===== src/rtl/jtag_ir_decode.sv =====
// JTAG instruction register with capture/shift/update, one-hot instruction decode
// and a valid/ready handoff of each newly updated instruction to the debug core.
module jtag_ir_decode #(
  parameter int                          width        = 8,
  parameter int                          NUM_INSTR    = 4,
  parameter logic [NUM_INSTR*width-1:0]  INSTR_LIST   = {8'h08, 8'h04, 8'h02, 8'h01},
  parameter logic [width-1:0]            RESET_INSTR  = 8'h01,
  parameter logic [width-1:0]            BYPASS_INSTR = {width{1'b1}}
) (
  input  logic                 iclk,
  input  logic                 reset,
  input  logic                 test_logic_reset,
  input  logic                 clk_ir,
  input  logic                 capture_ir,
  input  logic                 shift_ir,
  input  logic                 update_ir,
  input  logic                 s_data_in,
  output logic                 s_data_out,
  input  logic [width-1:0]     p_data_in,
  output logic [width-1:0]     p_data_out,
  output logic [NUM_INSTR-1:0] instr_sel,
  output logic                 bypass_sel,
  output logic                 upd_valid,
  input  logic                 upd_ready,
  output logic                 upd_overrun
);

  logic [width-1:0] sr;
  logic [width-1:0] ir;
  logic [width-1:0] capture_val;
  logic             clear;

  // Returns {bypass, one-hot select}; the lowest matching list index wins and the
  // explicit BYPASS opcode never selects a list entry.
  function automatic logic [NUM_INSTR:0] decode(input logic [width-1:0] op);
    logic [NUM_INSTR-1:0] sel;
    logic                 hit;
    sel = '0;
    hit = 1'b0;
    if (op != BYPASS_INSTR) begin
      for (int i = 0; i < NUM_INSTR; i++) begin
        if (!hit && op == INSTR_LIST[i*width +: width]) begin
          sel[i] = 1'b1;
          hit    = 1'b1;
        end
      end
    end
    return {~hit, sel};
  endfunction

  // Status lands in the upper bits; the two LSBs are the mandatory 01 pattern.
  always_comb begin
    capture_val      = p_data_in;
    capture_val[1:0] = 2'b01;
  end

  assign clear      = !reset || test_logic_reset;
  assign s_data_out = sr[0];
  assign p_data_out = ir;

  // NOTE: sequential state uses non-blocking assignments so every register
  // samples the pre-edge values (e.g. ir takes sr before this edge's shift).
  always_ff @(posedge iclk) begin
    if (clear) begin
      sr                      <= RESET_INSTR;
      ir                      <= RESET_INSTR;
      {bypass_sel, instr_sel} <= decode(RESET_INSTR);
      upd_valid               <= 1'b0;
      upd_overrun             <= 1'b0;
    end else begin
      if (clk_ir && capture_ir) begin
        sr <= capture_val;
      end else if (clk_ir && shift_ir) begin
        sr <= {s_data_in, sr[width-1:1]};
      end

      upd_overrun <= update_ir && upd_valid && !upd_ready;

      if (update_ir) begin
        ir                      <= sr;
        {bypass_sel, instr_sel} <= decode(sr);
        upd_valid               <= 1'b1;
      end else if (upd_ready) begin
        upd_valid <= 1'b0;
      end
    end
  end

endmodule

===== config.mk =====
export PLATFORM = sky130hd
export DESIGN_NAME = jtag_ir_decode
export DESIGN_NICKNAME = d
export VERILOG_FILES = /design/src/rtl/jtag_ir_decode.sv
export SDC_FILE = /design/constraint.sdc
export NUM_CORES = 1
export LEC_CHECK = 0
export BUFFER_PORTS_ARGS = -buffer_cell sky130_fd_sc_hd__clkbuf_2
export CAP_MARGIN = 20
export CORE_MARGIN = 5
export CORE_UTILIZATION = 42
export DETAILED_ROUTE_END_ITERATION = 10
export PLACE_DENSITY = 0.71
export SETUP_SLACK_MARGIN = 0.1
export SYNTH_ARGS = -nofsm -noshare
export SYNTH_HDL_FRONTEND = slang
export SYNTH_SLANG_ARGS = --single-unit

===== constraint.sdc =====
create_clock -name iclk -period 1.4 [get_ports iclk]
set_input_delay 0 -clock iclk [delete_from_list [all_inputs] [get_ports iclk]]
set_output_delay 0 -clock iclk [all_outputs]
set_load 0.005 [all_outputs]

==> impl_metrics.env, run 1 <==
export IMPL_status="finished clean"
export IMPL_numCtsBuffers=3
export IMPL_timing_rr_end="bypass_sel"
export IMPL_grt_start_max_net_pins=15
export IMPL_synthFlopType="dfxtp_1"
export IMPL_postSynthAreaPerCell_sq_um=9.282
export IMPL_drive_above_1_share_pct=30.56
export IMPL_hold_start="p_data_in[5]"
export IMPL_layout_min_cycle_time_ns=1.183
export IMPL_antenna_found_initial=0
export IMPL_clock_root_buffer="clkbuf_4"
export IMPL_power_per_cell_area_nw_per_um2=889.1
export IMPL_ys_async_sr_fraction_pct=0
export IMPL_viasPerCell=5.279
export IMPL_die_x_microns=59.31
export IMPL_dieHeight_microns=59.31
export IMPL_finalHoldViolCount=0
export IMPL_htreeDepth=1
export IMPL_synth_top_area_share_pct=45.10
export IMPL_cap_viol_max_count=0
export IMPL_gp_congestion=0.7883
export IMPL_yosysMostFrequentCell="dfxtp_1"
export IMPL_synth_cells=110
export IMPL_grt_overflow=0
export IMPL_initial_core_util_pct=44.86
export IMPL_relSlewSlack_pct=63.99
export IMPL_synth_top_cell_by_area="dfxtp_1"
export IMPL_holdPathEnd="sr[5]"
export IMPL_syn_num_nets=127
export IMPL_finalSetupViolCount=0
export IMPL_drtPass1Iterations=4
export IMPL_cts_sinks=23
export IMPL_drc=0
export IMPL_post_cts_buffers=0
export IMPL_fp_dieArea_sq_um=3517
export IMPL_cp_start_kind="flip-flop"
export IMPL_critPathKind="reg2reg"
export IMPL_rsz0062_at_grt="no"
export IMPL_skew_ns=0.004823
export IMPL_fin_nets=162
export IMPL_syn_to_final_growth_pct=25.61
export IMPL_wirelength_mm=2.171
export IMPL_tns_ns=0
export IMPL_worstPathCellList="xor2_1 > a211oi_1 > o221a_1"
export IMPL_dp_cells=161
export IMPL_drv_slew=0
export IMPL_stdcell_count=172
export IMPL_synth_cell_types=26
export IMPL_fmax_ghz=0.8455
export IMPL_io_buffer_count=30
export IMPL_ys_warn_count=0
export IMPL_via_count=908
export IMPL_clockBufferDepth=2
export IMPL_crit_arrival_ns=1.44
export IMPL_ys_ff_latch=23
export IMPL_min_period_over_period_pct=84.48
export IMPL_end_kind="flip-flop"
export IMPL_register_area_sq_um=464.2
export IMPL_n_antenna_cell=0
export IMPL_place_hpwl_mm=1.582
export IMPL_ir_drop_mv=0.6964
export IMPL_slowest_delay_ns=0.58
export IMPL_ios=33
export IMPL_cts_tree="yes"
export IMPL_min_delay_path_class="in2reg"
export IMPL_ys_seq_area_share_pct=45.10
export IMPL_worstMarginPinSlew_ns=0.5401
export IMPL_rrSetupSlack_ns=0.22
export IMPL_drt_iter0_markers=10
export IMPL_ant_nets=0
export IMPL_fillCellCount=210
export IMPL_rr_worst_depth=3
export IMPL_grt_pass1_wl_mm=3.774
export IMPL_core_area_sq_um=2276
export IMPL_synth_area_top_cells="dfxtp_1 45%, mux2i_1 11%, nor2_1 5.5%, nand2b_1 4.9%, a21oi_1 3.4%"
export IMPL_p_leak_nw=0.5566
export IMPL_wire_per_inst_microns=12.62
export IMPL_reg2reg_from="sr[3]"
export IMPL_grt_pass1_vias=854
export IMPL_cp_required_ns=1.66
export IMPL_grtUsageTotal_pct=13.66
export IMPL_num_rows=17
export IMPL_synth_edf_count=0
export IMPL_multi_input_area_sq_um=520.5
export IMPL_clk_pin_slew_ns=0.13
export IMPL_syn_area_sq_um=1021
export IMPL_clkLatencyLatePin_ns=0.30
export IMPL_synth_commonest_cells="23 x dfxtp_1, 15 x nor2_1, 11 x mux2i_1"
export IMPL_whs_path_depth=3
export IMPL_slowest_stage="dfxtp_1"
export IMPL_final_util_pct=56.35
export IMPL_path_max_fanout=8
state kept, by name, summed over array words and instances, names as in the netlist:
| name | count |
|---|---|
| upd_overrun | 1 |
| upd_valid | 1 |
| instr_sel | 4 |
| sr | 8 |
| bypass_sel | 1 |
| p_data_out | 8 |
kinds of logic after synthesis:
| family | count (synthesis) | synth area share, % |
|---|---|---|
| XOR/XNOR | 1 | 0.8580 |
| AND/OR/NAND/NOR | 48 | 25.74 |
| buffers and inverters | 9 | 5.392 |
| flip-flops | 23 | 45.10 |
| AO/OA/AOI/OAI | 18 | 12.13 |
| multiplexers | 11 | 10.78 |
area by class of cell:
| type | instances | share of cell area, % |
|---|---|---|
| sequential | 23 | 36.20 |
| clock buffer | 3 | 1.756 |
| clock inverter | 1 | 0.3902 |
| timing repair buffer | 39 | 18.34 |
| multi-input combinational | 78 | 40.59 |
| tap | 28 | 2.732 |
layout by cell type, fill, tap and decap left out:
cell / n
a211oi_1: 1
a21oi_1: 7
a311oi_1: 2
and3_1: 1
buf_4: 2
clkbuf_2: 30
clkbuf_4: 3
clkinv_2: 1
dfxtp_1: 20
dfxtp_2: 3
dlygate4sd3_1: 7
mux2i_1: 11
nand2_1: 8
nand2_2: 1
nand2b_1: 8
nand3_1: 6
nand4_1: 1
nor2_1: 15
nor2b_1: 3
nor3_1: 1
nor4_4: 1
nor4b_1: 1
nor4b_2: 1
nor4b_4: 1
o21a_1: 1
o21ai_0: 4
o221a_1: 1
o311ai_2: 1
o32ai_1: 1
xor2_1: 1
per-layer routing:
layer,global-route usage [%],wire (microns),up-vias
met4,4.854,20,0
met1,17.37,958,425
met5,0,0,-
li1,-,-,451
met3,2.614,126,2
met2,22.78,1065,30
worst max-delay path by stage:
stage,startpoint,endpoint
2_1_floorplan,sr[1],bypass_sel
3_3_place_gp,sr[5],bypass_sel
3_5_place_dp,sr[5],bypass_sel
4_1_cts,sr[1],bypass_sel
5_1_grt,sr[5],bypass_sel
6_report,sr[3],bypass_sel
worst max-delay path, delay by kind of cell, from the launching register on:
kind	cells	cell delay, ns
xor+xnor	1	0.11
compound gates	2	0.44
flops	1	0.58
timing repair:
action / 4_1_cts / 5_1_grt
resized for setup: 0 / 5
hold buffers: 7 / 0
hold endpoints to repair: 8 / 0
setup endpoints to repair: 0 / 2
power by group:
group          internal [mW]  switching (mW)
Sequential             0.669          0.0194
Clock                  0.106           0.199
Combinational         0.0758          0.0710
per-stage QoR:
| step | power (mW) | area (sq um) | hold slack [ns] | setup slack [ns] |
|---|---|---|---|---|
| after global routing | 1.194 | 1282 | 0.01644 | 0.1047 |
| final | 1.140 | 1282 | 0.005643 | 0.2173 |
| after detailed placement | 0.8318 | 1166 | 0.2860 | 0.2265 |
| after global placement | 0.8297 | 1166 | 0.2846 | 0.2276 |
| after CTS | 1.145 | 1264 | 0.006295 | 0.1957 |
| after floorplan | 0.7897 | 1021 | 0.1562 | 0.3148 |
(Power assumes the default switching activity.)
==> run 2, diff against run 1 <==
Clock period 1.4 ns to 1.2 ns, I/O delays scaled along.
==> run 2 against run 1 <==
Sequential share of layout area is 2.2 points lower. Combinational power is 42% higher. Clock power is 18% higher. Via count is 4.4% higher. Sequential power is 16% higher. Critical path type unchanged. Worst hold slack better by 0.039 ns. Highest routed layer unchanged. Non-clock buffer count is 10 higher. Largest power group unchanged.
==> impl_metrics.env, run 2 (synthesized netlist as in run 1, its figures left out) <==
export IMPL_reg2reg_from="sr[4]"
export IMPL_cp_start_kind="flip-flop"
export IMPL_cts_sinks=23
export IMPL_syn_to_final_growth_pct=34.93
export IMPL_ios=33
export IMPL_dieHeight_microns=59.31
export IMPL_cap_viol_max_count=0
export IMPL_slowest_stage="dfxtp_2"
export IMPL_htreeDepth=1
export IMPL_hold_start="shift_ir"
export IMPL_rsz0062_at_grt="yes"
export IMPL_antenna_found_initial=0
export IMPL_timing_critical_path_buf_inv=1
export IMPL_via_count=948
export IMPL_num_rows=17
export IMPL_min_period_over_period_pct=93.62
export IMPL_ir_drop_mv=0.6868
export IMPL_finalHoldViolCount=0
export IMPL_clk_pin_slew_ns=0.13
export IMPL_clockBufferDepth=2
export IMPL_clock_root_buffer="clkbuf_4"
export IMPL_tns_ns=0
export IMPL_hold_ws_ns=0.04426
export IMPL_skew_ns=0.003286
export IMPL_clkLatencyLatePin_ns=0.31
export IMPL_rr_worst_depth=4
export IMPL_end_kind="flip-flop"
export IMPL_grtUsageTotal_pct=15.79
export IMPL_path_max_fanout=5
export IMPL_final_util_pct=60.53
export IMPL_drv_slew=0
export IMPL_path_delay_family="flip-flops"
export IMPL_fp_dieArea_sq_um=3517
export IMPL_io_buffer_count=30
export IMPL_grt_overflow=0
export IMPL_finalWorstSetupSlack_ns=0.07652
export IMPL_relSlewSlack_pct=78.43
export IMPL_die_x_microns=59.31
export IMPL_layout_min_cycle_time_ns=1.123
export IMPL_p_leak_nw=0.6051
export IMPL_cts_tree="yes"
export IMPL_power_per_cell_area_nw_per_um2=993.4
export IMPL_min_delay_path_class="in2reg"
export IMPL_fillCellCount=190
export IMPL_slowest_delay_ns=0.36
export IMPL_finalSetupViolCount=0
export IMPL_holdPathEnd="sr[1]"
export IMPL_rrSetupSlack_ns=0.08
export IMPL_cp_required_ns=1.41
export IMPL_worstPathCellList="nor4_4 > buf_4 > nand2_2 > o221a_1"
export IMPL_critPathKind="reg2reg"
export IMPL_initial_core_util_pct=44.86
export IMPL_timing_rr_end="bypass_sel"
export IMPL_grt_start_max_net_pins=13
export IMPL_ant_nets=0
export IMPL_worstMarginPinSlew_ns=0.3235
export IMPL_wire_per_inst_microns=14.03
export IMPL_n_antenna_cell=0
export IMPL_layout_cells_most_common="clkbuf_2"
export IMPL_whs_path_depth=3
export IMPL_viasPerCell=5.209
export IMPL_crit_arrival_ns=1.34
export IMPL_wirelength_mm=2.553
export IMPL_grt_pass1_wl_mm=4.229
export IMPL_place_hpwl_mm=1.827
export IMPL_gp_congestion=0.8017
export IMPL_numCtsBuffers=3
export IMPL_drt_iter0_markers=28
export IMPL_drtPass1Iterations=4
export IMPL_dp_cells=169
export IMPL_status="finished clean"
export IMPL_stdcell_count=182
export IMPL_drc=0
export IMPL_grt_pass1_vias=931
export IMPL_drive_above_1_share_pct=38.96
export IMPL_fmax_ghz=0.8901
export IMPL_pre_cts_ws_ns=-0.006270
export IMPL_fin_nets=172
export IMPL_core_area_sq_um=2276
export IMPL_layout_common_cells="30 x clkbuf_2, 17 x dfxtp_1, 15 x nor2_1"
## run 2: final cells by class
cell class | instances | area, sq um | share of cell area [%]
clock buffers | 4 | 26.28 | 1.907
multi-input cells | 78 | 535.5 | 38.87
flip-flops and latches | 23 | 467.9 | 33.97
well taps | 28 | 35.03 | 2.543
repair buffers | 49 | 312.8 | 22.71
## run 2: power by group
| part | switching [mW] | internal, mW | total, mW |
|---|---|---|---|
| Clock | 0.230 | 0.130 | 0.360 |
| Combinational | 0.100 | 0.109 | 0.209 |
| Sequential | 0.0189 | 0.781 | 0.800 |
| Total | 0.349 | 1.02 | 1.37 |
## run 2: worst max path at each step
stage | from | to | slack (ns) | depth (start not counted)
after floorplan | sr[1] | bypass_sel | 0.11 | 4
after global routing | sr[2] | bypass_sel | 0.02 | 3
after CTS | sr[4] | instr_sel[0] | 0.07 | 4
after global placement | sr[5] | bypass_sel | 0.03 | 3
final | sr[4] | bypass_sel | 0.08 | 4
after detailed placement | sr[5] | bypass_sel | -0.006 | 3
## run 2: layer usage
metal | vias up | wire (microns) | global-route usage [%]
li1 | 473 | - | -
met1 | 440 | 1100 | 19.63
met2 | 31 | 1270 | 26.83
met3 | 4 | 144 | 2.832
met4 | 0 | 37 | 5.825
met5 | - | 0 | 0
## run 2: worst min-delay path, stage by stage
cell and delay (ns):
clkbuf_2 0.16, nand3_1 0.12, a21oi_1 0.06
## run 2: per-stage QoR
step / power (mW) / instance area, sq um
global placement: 0.9832 / 1226
global route: 1.443 / 1378
detailed placement: 0.9882 / 1226
CTS: 1.370 / 1364
finish: 1.369 / 1378
floorplan: 0.9214 / 1021
## run 2: what timing repair did
action	in CTS	in global routing
resized for setup	8	5
cloned	0	0
hold buffers	8	0
pin swaps	2	3
hold endpoints to repair	7	0
endpoints found under the setup margin	5	7
setup buffers	1	0
